<file path="config.mk">
export PLATFORM = sky130hd
export DESIGN_NAME = spi_adc_master
export DESIGN_NICKNAME = d
export VERILOG_FILES = /design/src/rtl/spi_adc_pkg.sv /design/src/rtl/spi_adc_master_tick.sv /design/src/rtl/spi_adc_master.sv
export SDC_FILE = /design/constraint.sdc
export NUM_CORES = 1
export LEC_CHECK = 0
export CAP_MARGIN = 20
export CORE_MARGIN = 2
export CORE_UTILIZATION = 56
export CTS_BUF_LIST = sky130_fd_sc_hd__clkbuf_4 sky130_fd_sc_hd__clkbuf_8
export DETAILED_ROUTE_END_ITERATION = 6
export HOLD_SLACK_MARGIN = 0.03
export PLACE_DENSITY = 0.87
export SETUP_SLACK_MARGIN = 0.15
export SLEW_MARGIN = 0
export SYNTH_ARGS = -nofsm -noshare
export SYNTH_HDL_FRONTEND = slang
export SYNTH_SLANG_ARGS = --single-unit
</file>
<file path="constraint.sdc">
create_clock -name sys_clk -period 2.1 [get_ports sys_clk]
set_input_delay 0.525 -clock sys_clk [delete_from_list [all_inputs] [get_ports sys_clk]]
set_output_delay 0.525 -clock sys_clk [all_outputs]
set_load 0.01 [all_outputs]
</file>
<file path="src/rtl/spi_adc_pkg.sv">
// Shared types and defaults for the SPI ADC reader: FSM state encoding, default
// timing parameters and the serial clock idle level.
package spi_adc_pkg;

    typedef enum logic [2:0] {
        ST_IDLE,
        ST_LEAD,
        ST_SHIFT,
        ST_TRAIL,
        ST_GAP
    } state_t;

    localparam int DEF_CLK_DIV     = 5;
    localparam int DEF_SAMPLE_BITS = 16;

    localparam logic SCLK_IDLE = 1'b1;

endpackage

</file>
<file path="src/rtl/spi_adc_master_tick.sv">
// Half-period counter: counts 0..CLK_DIV-1 while enabled, ticks on the last count.
// Zero latency from count to tick; clr parks the count at 0 (no backpressure).
module spi_tick_gen
    import spi_adc_pkg::*;
#(
    parameter int CLK_DIV = DEF_CLK_DIV
) (
    input  logic clk,
    input  logic rst,
    input  logic clr,
    output logic tick,
    output logic phase_start
);

    localparam logic [3:0] LAST = 4'(CLK_DIV - 1);

    logic [3:0] cnt_q;
    logic [3:0] cnt_d;

    assign tick        = !clr && (cnt_q == LAST);
    assign phase_start = (cnt_q == 4'd0);

    always_comb begin
        cnt_d = cnt_q + 4'd1;
        if (clr || tick) begin
            cnt_d = 4'd0;
        end
    end

    always_ff @(posedge clk) begin
        if (rst) begin
            cnt_q <= 4'd0;
        end else begin
            cnt_q <= cnt_d;
        end
    end

endmodule

</file>
<file path="src/rtl/spi_adc_master.sv">
// SPI ADC frame reader: nCS/SCLK sequencing, MSB-first capture, one-cycle sample strobe.
// Frame latency (2N+2)*D+1 cycles from start to strobe; start ignored while busy.
module spi_adc_master
    import spi_adc_pkg::*;
#(
    parameter int CLK_DIV     = DEF_CLK_DIV,
    parameter int SAMPLE_BITS = DEF_SAMPLE_BITS
) (
    input  logic                   sys_clk,
    input  logic                   rst,
    input  logic                   start,
    input  logic                   MISO,
    output logic                   nCS,
    output logic                   SCLK,
    output logic                   busy,
    output logic [SAMPLE_BITS-1:0] sample,
    output logic                   sample_valid
);

    localparam int BCW = $clog2(SAMPLE_BITS + 1);
    localparam logic [BCW-1:0] LAST_BIT = BCW'(SAMPLE_BITS - 1);

    state_t                 state_q, state_d;
    logic [BCW-1:0]         bit_cnt_q, bit_cnt_d;
    logic [SAMPLE_BITS-1:0] shreg_q, shreg_d;
    logic [SAMPLE_BITS-1:0] sample_q, sample_d;
    logic [SAMPLE_BITS:0]   shift_ext;
    logic [1:0]             miso_sync_q, miso_sync_d;
    logic                   ncs_q, ncs_d;
    logic                   sclk_q, sclk_d;
    logic                   busy_q, busy_d;
    logic                   valid_q, valid_d;
    logic                   cnt_clr, tick, phase_start;

    assign cnt_clr = (state_q == ST_IDLE);

    spi_tick_gen #(.CLK_DIV(CLK_DIV)) u_tick (
        .clk        (sys_clk),
        .rst        (rst),
        .clr        (cnt_clr),
        .tick       (tick),
        .phase_start(phase_start)
    );

    always_comb begin
        state_d     = state_q;
        bit_cnt_d   = bit_cnt_q;
        shreg_d     = shreg_q;
        sample_d    = sample_q;
        valid_d     = 1'b0;
        miso_sync_d = {miso_sync_q[0], MISO};
        shift_ext   = {shreg_q, miso_sync_q[1]};

        case (state_q)
            ST_IDLE: if (start) state_d = ST_LEAD;
            ST_LEAD: if (tick) state_d = ST_SHIFT;
            ST_SHIFT: begin
                // Capture one cycle after SCLK rises so a late slave edge still clears the synchronizer.
                if (sclk_q && phase_start) begin
                    shreg_d = shift_ext[SAMPLE_BITS-1:0];
                end
                if (tick && sclk_q) begin
                    if (bit_cnt_q == LAST_BIT) begin
                        state_d   = ST_TRAIL;
                        bit_cnt_d = '0;
                    end else begin
                        bit_cnt_d = bit_cnt_q + BCW'(1);
                    end
                end
            end
            ST_TRAIL: begin
                if (tick) begin
                    state_d  = ST_GAP;
                    sample_d = shreg_q;
                    valid_d  = 1'b1;
                end
            end
            ST_GAP:  if (tick) state_d = ST_IDLE;
            default: state_d = ST_IDLE;
        endcase

        ncs_d  = !(state_d inside {ST_LEAD, ST_SHIFT, ST_TRAIL});
        busy_d = (state_d != ST_IDLE);
        sclk_d = SCLK_IDLE;
        if (state_d == ST_SHIFT) begin
            sclk_d = (state_q != ST_SHIFT) ? 1'b0 : (tick ? !sclk_q : sclk_q);
        end
    end

    always_ff @(posedge sys_clk) begin
        if (rst) begin
            state_q     <= ST_IDLE;
            bit_cnt_q   <= '0;
            shreg_q     <= '0;
            sample_q    <= '0;
            miso_sync_q <= 2'b00;
            ncs_q       <= 1'b1;
            sclk_q      <= SCLK_IDLE;
            busy_q      <= 1'b0;
            valid_q     <= 1'b0;
        end else begin
            state_q     <= state_d;
            bit_cnt_q   <= bit_cnt_d;
            shreg_q     <= shreg_d;
            sample_q    <= sample_d;
            miso_sync_q <= miso_sync_d;
            ncs_q       <= ncs_d;
            sclk_q      <= sclk_d;
            busy_q      <= busy_d;
            valid_q     <= valid_d;
        end
    end

    assign nCS          = ncs_q;
    assign SCLK         = sclk_q;
    assign busy         = busy_q;
    assign sample       = sample_q;
    assign sample_valid = valid_q;

endmodule

</file>
==> results.md, run 1 <==
* Leading cell type by number of instances after synthesis: dfxtp_1
* Final min period at between 1.5 and 2 ns
* Required @ worst endpoint at between 1.5 and 2 ns
* WL/cell at between 10 and 15 µm
* Final hold vios at 0
* Total wire length at around 3.2 mm
* Routability cong. at approximately 0.8
* # clock sinks at 50
* # Max-Cap Violations at 0
* Post-detail-place hpwl at around 2.2 mm
* Average size of a mapped cell at between 9 and 10 µm²
* Seq cells post-synth at 50
* CTS buffer count at 5
* Post-synth top cells: 50 x dfxtp_1, 35 x nand2_1, 28 x nor2_1
* Sequential cell area at 0.001001 mm²
* Die width at approximately 63 µm
* Initial Util at slightly below 60%
* Die area at approximately 0.0039 mm²
* Top delay family on crit path: buffers and inverters
* RSZ-0062 raised after global routing: no
* Iter 0 DRT Violations at 83
* Top cells by area, synth: dfxtp_1 52%, mux2i_1 8.8%, nand2_1 6.8%
* Yosys top cell area share at 52.02%
* Post-Syn Instances at 209
* Worst endpoint data arrival time at 1.29 ns
* Synth Flop Type: dfxtp_1
* Worst path slowest cell: clkdlybuf4s50_1
* Hold-fix buffers, CTS at 0
* Cell Area, Synth at 0.001924 mm²
* CTS root buf: clkbuf_4
* GRT Total Usage at between 10% and 20%
* Routed vias at approximately 1400
* R2r endpoint: bit_cnt_q[3]
* Worst slew margin at 67.16%
* Final Skew at between 0.008 and 0.009 ns
* Core box area at around 0.0033 mm²
* Largest net degree at the start of global routing at 41
* EDFF count, synth at 0
* FILL cells at between 200 and 300
* Final ANT Viol Nets at 0
* IO Port Bufs at 23
* Post-CTS Setup Repair Bufs at 0
* Setup TNS at 0 ns
* Register-to-Register Path Depth at 6
* DRC at 0
* CTS tree: done
* Max Clock Freq at between 500 and 600 MHz
* Ratio of final minimum period to clock period at between 80 and 90%
* Post-synthesis async set-or-reset flop share at 0%
* Drt pass-1 iters at 4
* Lkg Pwr at between 0.9 and 1 nW
* Dominant cell type by area after synthesis: dfxtp_1
* Worst-Margin Slew at 0.4909 ns
* Worst-path maximum fanout at 3
* R2R Path Start: u_tick.cnt_q[0]
* Sequential cell area fraction in the yosys report at a little over half
* Hold Crit Class: reg -> reg
* Flop2flop setup slack at slightly below 0.4 ns
* Num ports at 24
* CTS max path bufs at 2
* Post-CTS Resized at 0
* Clk_lat worst skew at roughly 0.36 ns
* Total gr overflow at 0
* Critical path launch point type: flop
* Slowest stage delay, CP at 0.55 ns
* CP endpoint kind: output pin
* CP Depth at 1
* ANT cells at 0
* Worst vdd ir at 0.4154 mV
* Cell Pwr Density at 646.6 mW/mm²
* Crit path kind: reg -> out
* Critical Path End: SCLK
* Final setup fails at 0
* First-pass GRT wire length at 5.782 mm
* Number of vias per cell at roughly 5
* Share of cells above drive strength 1 at under 10%
* Row count at 21
* Area Overhead vs Synth at 15.99%
* Run status: complete, no violations
* Syn nets at 216
* Distinct cells, synth at 33
* Total Power at between 1 and 1.5 mW
* Yosys warning total at 0
* Pins Over Slew Limit at 0
* Vias in the first global route at approximately 1400
* Initial antenna violation count at 0
* Die outline height at around 63 µm
* CP Cell Sequence: clkdlybuf4s50_1
* Buf+Inv Stages, Crit Path at 1
* Nets at between 200 and 250
* CTS clk-pin slew, worst paths at roughly 0.13 ns
* Area of the multi-input gates at ~840 µm²
* CTS HTree Levels at 2
* CP Launch Point: SCLK
layer usage:
| metal | track usage (%) | vias to the layer above | share of wire (%) |
|---|---|---|---|
| li1 | - | 734 | - |
| met1 | 23.64 | 656 | 48 |
| met2 | 28.76 | 22 | 45 |
| met3 | 5.946 | 8 | 3.8 |
| met4 | 9.167 | 0 | 2.5 |
| met5 | 0 | - | 0 |
state kept, by name, indices dropped and copies added (netlist names):
signal and cells:
SCLK 1, bit_cnt_q 5, busy 1, miso_sync_q 2, nCS 1, sample 16, sample_valid 1, shreg_q 16
state_q 3, u_tick.cnt_q 4
metrics by stage:
step	cells	cell area [µm²]	hold slack, ns	util (%)	worst slack (ns)
6_report	277	2232	0.4568	67.42	0.2834
5_1_grt	277	2232	0.4693	67.42	0.2197
4_1_cts	277	2232	0.4602	67.42	0.2641
3_5_place_dp	270	2181	0.4278	65.87	0.2488
3_3_place_gp	270	2181	0.4175	65.87	0.2589
2_1_floorplan	209	1924	0.4138	-	0.4650
logic make-up (layout without fill, tap and decap cells):
kind of cell    after synthesis  after routing  synth area share [%]
flops                        50             50                 52.02
simple gates                 96             96                 24.19
buf+inv                      15             37                 4.421
mux                          17             17                 8.842
xor+xnor                      5              5                 2.276
compound gates               23             23                 6.307
fa+ha+maj                     3              3                 1.951
power breakdown:
group          internal (mW)  leakage [nW]  switching, mW
clock                  0.127        0.0314          0.288
combinational         0.0294         0.491         0.0303
sequential             0.959         0.404        0.00914
worst min-delay path by stage:
stage | startpoint | end | depth (start not counted)
floorplan | miso_sync_q[0] | miso_sync_q[1] | 1
global placement | miso_sync_q[0] | miso_sync_q[1] | 1
detailed placement | miso_sync_q[0] | miso_sync_q[1] | 1
CTS | miso_sync_q[0] | miso_sync_q[1] | 1
global route | miso_sync_q[0] | miso_sync_q[1] | 1
finish | miso_sync_q[0] | miso_sync_q[1] | 1
layout by cell type (no fill, tap or decap), drive strengths merged, types with 3 or more instances in the layout:
master / synthesis / routed
nand2: 37 / 37
buf: 8 / 4
a21oi: 19 / 19
nor3b: 3 / 3
mux2i: 17 / 17
clkbuf: 4 / 5
inv: 3 / 4
xor2: 3 / 3
clkdlybuf4s50: 0 / 23
ha: 3 / 3
nand3: 11 / 11
nor2b: 3 / 3
dfxtp: 50 / 50
nor2: 28 / 28
area by class of cell:
class	instances	area share, %
flip-flops and latches	50	44.84
well taps	46	2.578
clock buffers	5	1.682
inverters	3	0.5045
multi-input cells	144	37.56
clock inverters	2	0.6166
repair buffers	27	12.22
No activity file was read; power rests on OpenSTA's default activity.
==> inputs of run 2 (changes only) <==
- CTS_CLUSTER_DIAMETER: unset -> 150
==> results of run 2 <==
Same layout as run 1: the final DEF is identical, and so are final timing and power.
==> inputs of run 3 (changes only) <==
- CORE_UTILIZATION: 56 -> 60
- PLACE_DENSITY: 0.87 -> 0.92
- TNS_END_PERCENT: unset -> 20
- clock period: 2.1 -> 2.3 ns (I/O delays scaled with it)
==> run 3 against run 2 <==
- clock skew hardly changed
- global-route usage increased by 1.5 points
- utilization grew 5.4 points
- sequential share of layout area up 0.20 points
- non-clock buffer count shrank 1
- wire length increased by 5.9%
- critical path depth is the same
- sequential power is 8.8% lower
- final cell count down 0.72%
- flip-flop and latch count did not move
- count of clock-buffer cells in the layout is 1 higher
==> results.md, run 3 (synthesis gave the netlist of run 1 again) <==
* Run status: complete, no violations (unchanged)
* CP Launch Point: SCLK (unchanged)
* Wire length on met1 at 1.493 mm (was 1.543 mm)
* Number of vias per cell at 5.327 (was 5.126)
* CTS buffer count at 5 (unchanged)
* Worst-Margin Slew at 0.4911 ns (was 0.4909 ns)
* Worst endpoint data arrival time at 1.30 ns (was 1.29 ns)
* Worst slew margin at 67.14% (was 67.16%)
* Fin Hold WS at 0.4594 ns (was 0.4568 ns)
* Core box area at 0.003053 mm² (was 0.003311 mm²)
* Area Overhead vs Synth at 15.47% (was 15.99%)
* Row count at 20 (was 21)
* Post-CTS Resized at 0 (unchanged)
* Most common cell after layout, fill and taps aside: dfxtp_1 (unchanged)
* Lkg Pwr at 0.9198 nW (was 0.9264 nW)
* Final hold vios at 0 (unchanged)
* Worst-path maximum fanout at 3 (unchanged)
* CTS max path bufs at 2 (unchanged)
* Nets at 237 (was 238)
* DRC at 0 (unchanged)
* Post-CTS Setup Repair Bufs at 0 (unchanged)
* Finished Layout Cells at 275 (was 277)
* Clk_lat worst skew at 0.36 ns (about the same)
* Die area at 0.003676 mm² (was 0.003921 mm²)
* Inst Count DP at 267 (was 270)
* Largest net degree at the start of global routing at 39 (was 41)
* R2R Path Start: u_tick.cnt_q[0] (unchanged)
* CTS root buf: clkbuf_4 (unchanged)
* Routability cong. at 0.8245 (was 0.7971)
* Max Clock Freq at approximately 530 MHz
* CTS HTree Levels at 2 (unchanged)
* Final min period at around 1.9 ns
* FILL cells at 234 (was 297)
* Setup TNS at 0 ns (unchanged)
* Flop2flop setup slack at 0.54 ns (was 0.39 ns)
* CTS clk-pin slew, worst paths at 0.14 ns (was 0.13 ns)
* Total gr overflow at 0 (unchanged)
* WL/cell at 12.33 µm (was 11.56 µm)
* Hold-fix buffers, CTS at 0 (unchanged)
* Critical Path End: SCLK (unchanged)
* Final setup fails at 0 (unchanged)
* Post-detail-place hpwl at 2.292 mm (was 2.189 mm)
* CP Cell Sequence: clkdlybuf4s50_1 (unchanged)
* Met2 WL post-DR at 1.729 mm (was 1.456 mm)
* Final core utilization at 72.79% (was 67.42%)
* Most frequent cells in the layout: 50 x dfxtp_1, 35 x nand2_1, 28 x nor2_1, 23 x clkdlybuf4s50_1, 19 x a21oi_1 (unchanged)
* Die outline height at 60.63 µm (was 62.62 µm)
* Share of cells above drive strength 1 at 6.494% (unchanged)
* Register-to-Register Path Depth at 7 (was 6)
* Drt pass-1 iters at 4 (unchanged)
* Worst vdd ir at 0.4586 mV (was 0.4154 mV)
* Initial Util at 63.03% (was 58.13%)
* IO Port Bufs at 23 (unchanged)
* ANT cells at 0 (unchanged)
* Initial antenna violation count at 0 (unchanged)
* RSZ-0062 raised after global routing: no (unchanged)
* Met3 Wirelength at 111 µm (was 121 µm)
* Slowest stage delay, CP at 0.55 ns (about the same)
* Final ANT Viol Nets at 0 (unchanged)
* Worst path slowest cell: clkdlybuf4s50_1 (unchanged)
* Pins Over Slew Limit at 0 (unchanged)
* Crit path kind: reg -> out (unchanged)
* GRT Total Usage at 20.17% (was 18.67%)
* Top delay family on crit path: buffers and inverters (unchanged)
* Fin area at 0.002222 mm² (was 0.002232 mm²)
* Critical path launch point type: flop (unchanged)
* Hold Crit Class: reg -> reg (unchanged)
* Cell Pwr Density at 605.6 mW/mm² (was 646.6 mW/mm²)
* Num ports at 24 (unchanged)
* CP endpoint kind: output pin (unchanged)
* R2r endpoint: sample[10] (was bit_cnt_q[3])
* Vias in the first global route at 1264 (was 1356)
* Top layer in use: met4 (unchanged)
* # Max-Cap Violations at 0 (unchanged)
* Routed vias at 1465 (was 1420)
* Iter 0 DRT Violations at 38 (was 83)
* Total wire length at 3.390 mm (was 3.202 mm)
* # clock sinks at 50 (unchanged)
* Die width at 60.63 µm (was 62.62 µm)
* Final Skew at 0.007756 ns (was 0.008094 ns)
* CTS tree: done (unchanged)
* Placed cell areas at 0.002158 mm² (was 0.002181 mm²)
* First-pass GRT wire length at 5.464 mm (was 5.782 mm)
* Buf+Inv Stages, Crit Path at 1 (unchanged)
* Required @ worst endpoint at 1.73 ns (was 1.57 ns)
* Ratio of final minimum period to clock period at 81.54%
* CP Depth at 1 (unchanged)
-- run 3: how the worst min path moves through the flow --
stage              startpoint             end  slack [ns]  cells past startpoint
2_1_floorplan  miso_sync_q[0]  miso_sync_q[1]        0.41                      1
3_5_place_dp   miso_sync_q[0]  miso_sync_q[1]        0.43                      1
3_3_place_gp   miso_sync_q[0]  miso_sync_q[1]        0.42                      1
5_1_grt        miso_sync_q[0]  miso_sync_q[1]        0.47                      1
4_1_cts        miso_sync_q[0]  miso_sync_q[1]        0.46                      1
6_report       miso_sync_q[0]  miso_sync_q[1]        0.46                      1
-- run 3: power breakdown --
group	leakage (nW)	switching, mW	internal [mW]	total (mW)
sequential	0.404	0.00828	0.876	0.884
combinational	0.481	0.0273	0.0234	0.0506
clock	0.0343	0.264	0.147	0.411
-- run 3: per-layer routing --
| layer | global-route usage (%) | vias to the layer above |
|---|---|---|
| met3 | 6.610 | 7 |
| met4 | 7.764 | 0 |
| met2 | 34.41 | 23 |
| met1 | 23.52 | 696 |
| met5 | 0 | - |
| li1 | - | 739 |
-- run 3: area by class of cell --
type                            count  area, µm²  share of cell area, %
Clock buffer                        6      51.30                  2.309
Timing Repair Buffer               26      252.7                  11.37
Sequential cell                    50       1001                  45.05
Inverter                            3      11.26                 0.5068
Tap cell                           44      55.05                  2.477
Clock inverter                      2      12.51                 0.5631
Multi-Input combinational cell    144      838.3                  37.73
-- run 3: metrics by stage --
step / setup slack (ns) / power [mW]
2_1_floorplan: 0.6650 / 0.9384
3_3_place_gp: 0.3886 / 0.9532
4_1_cts: 0.4052 / 1.365
6_report: 0.4247 / 1.346
3_5_place_dp: 0.3485 / 0.9541
5_1_grt: 0.3686 / 1.406
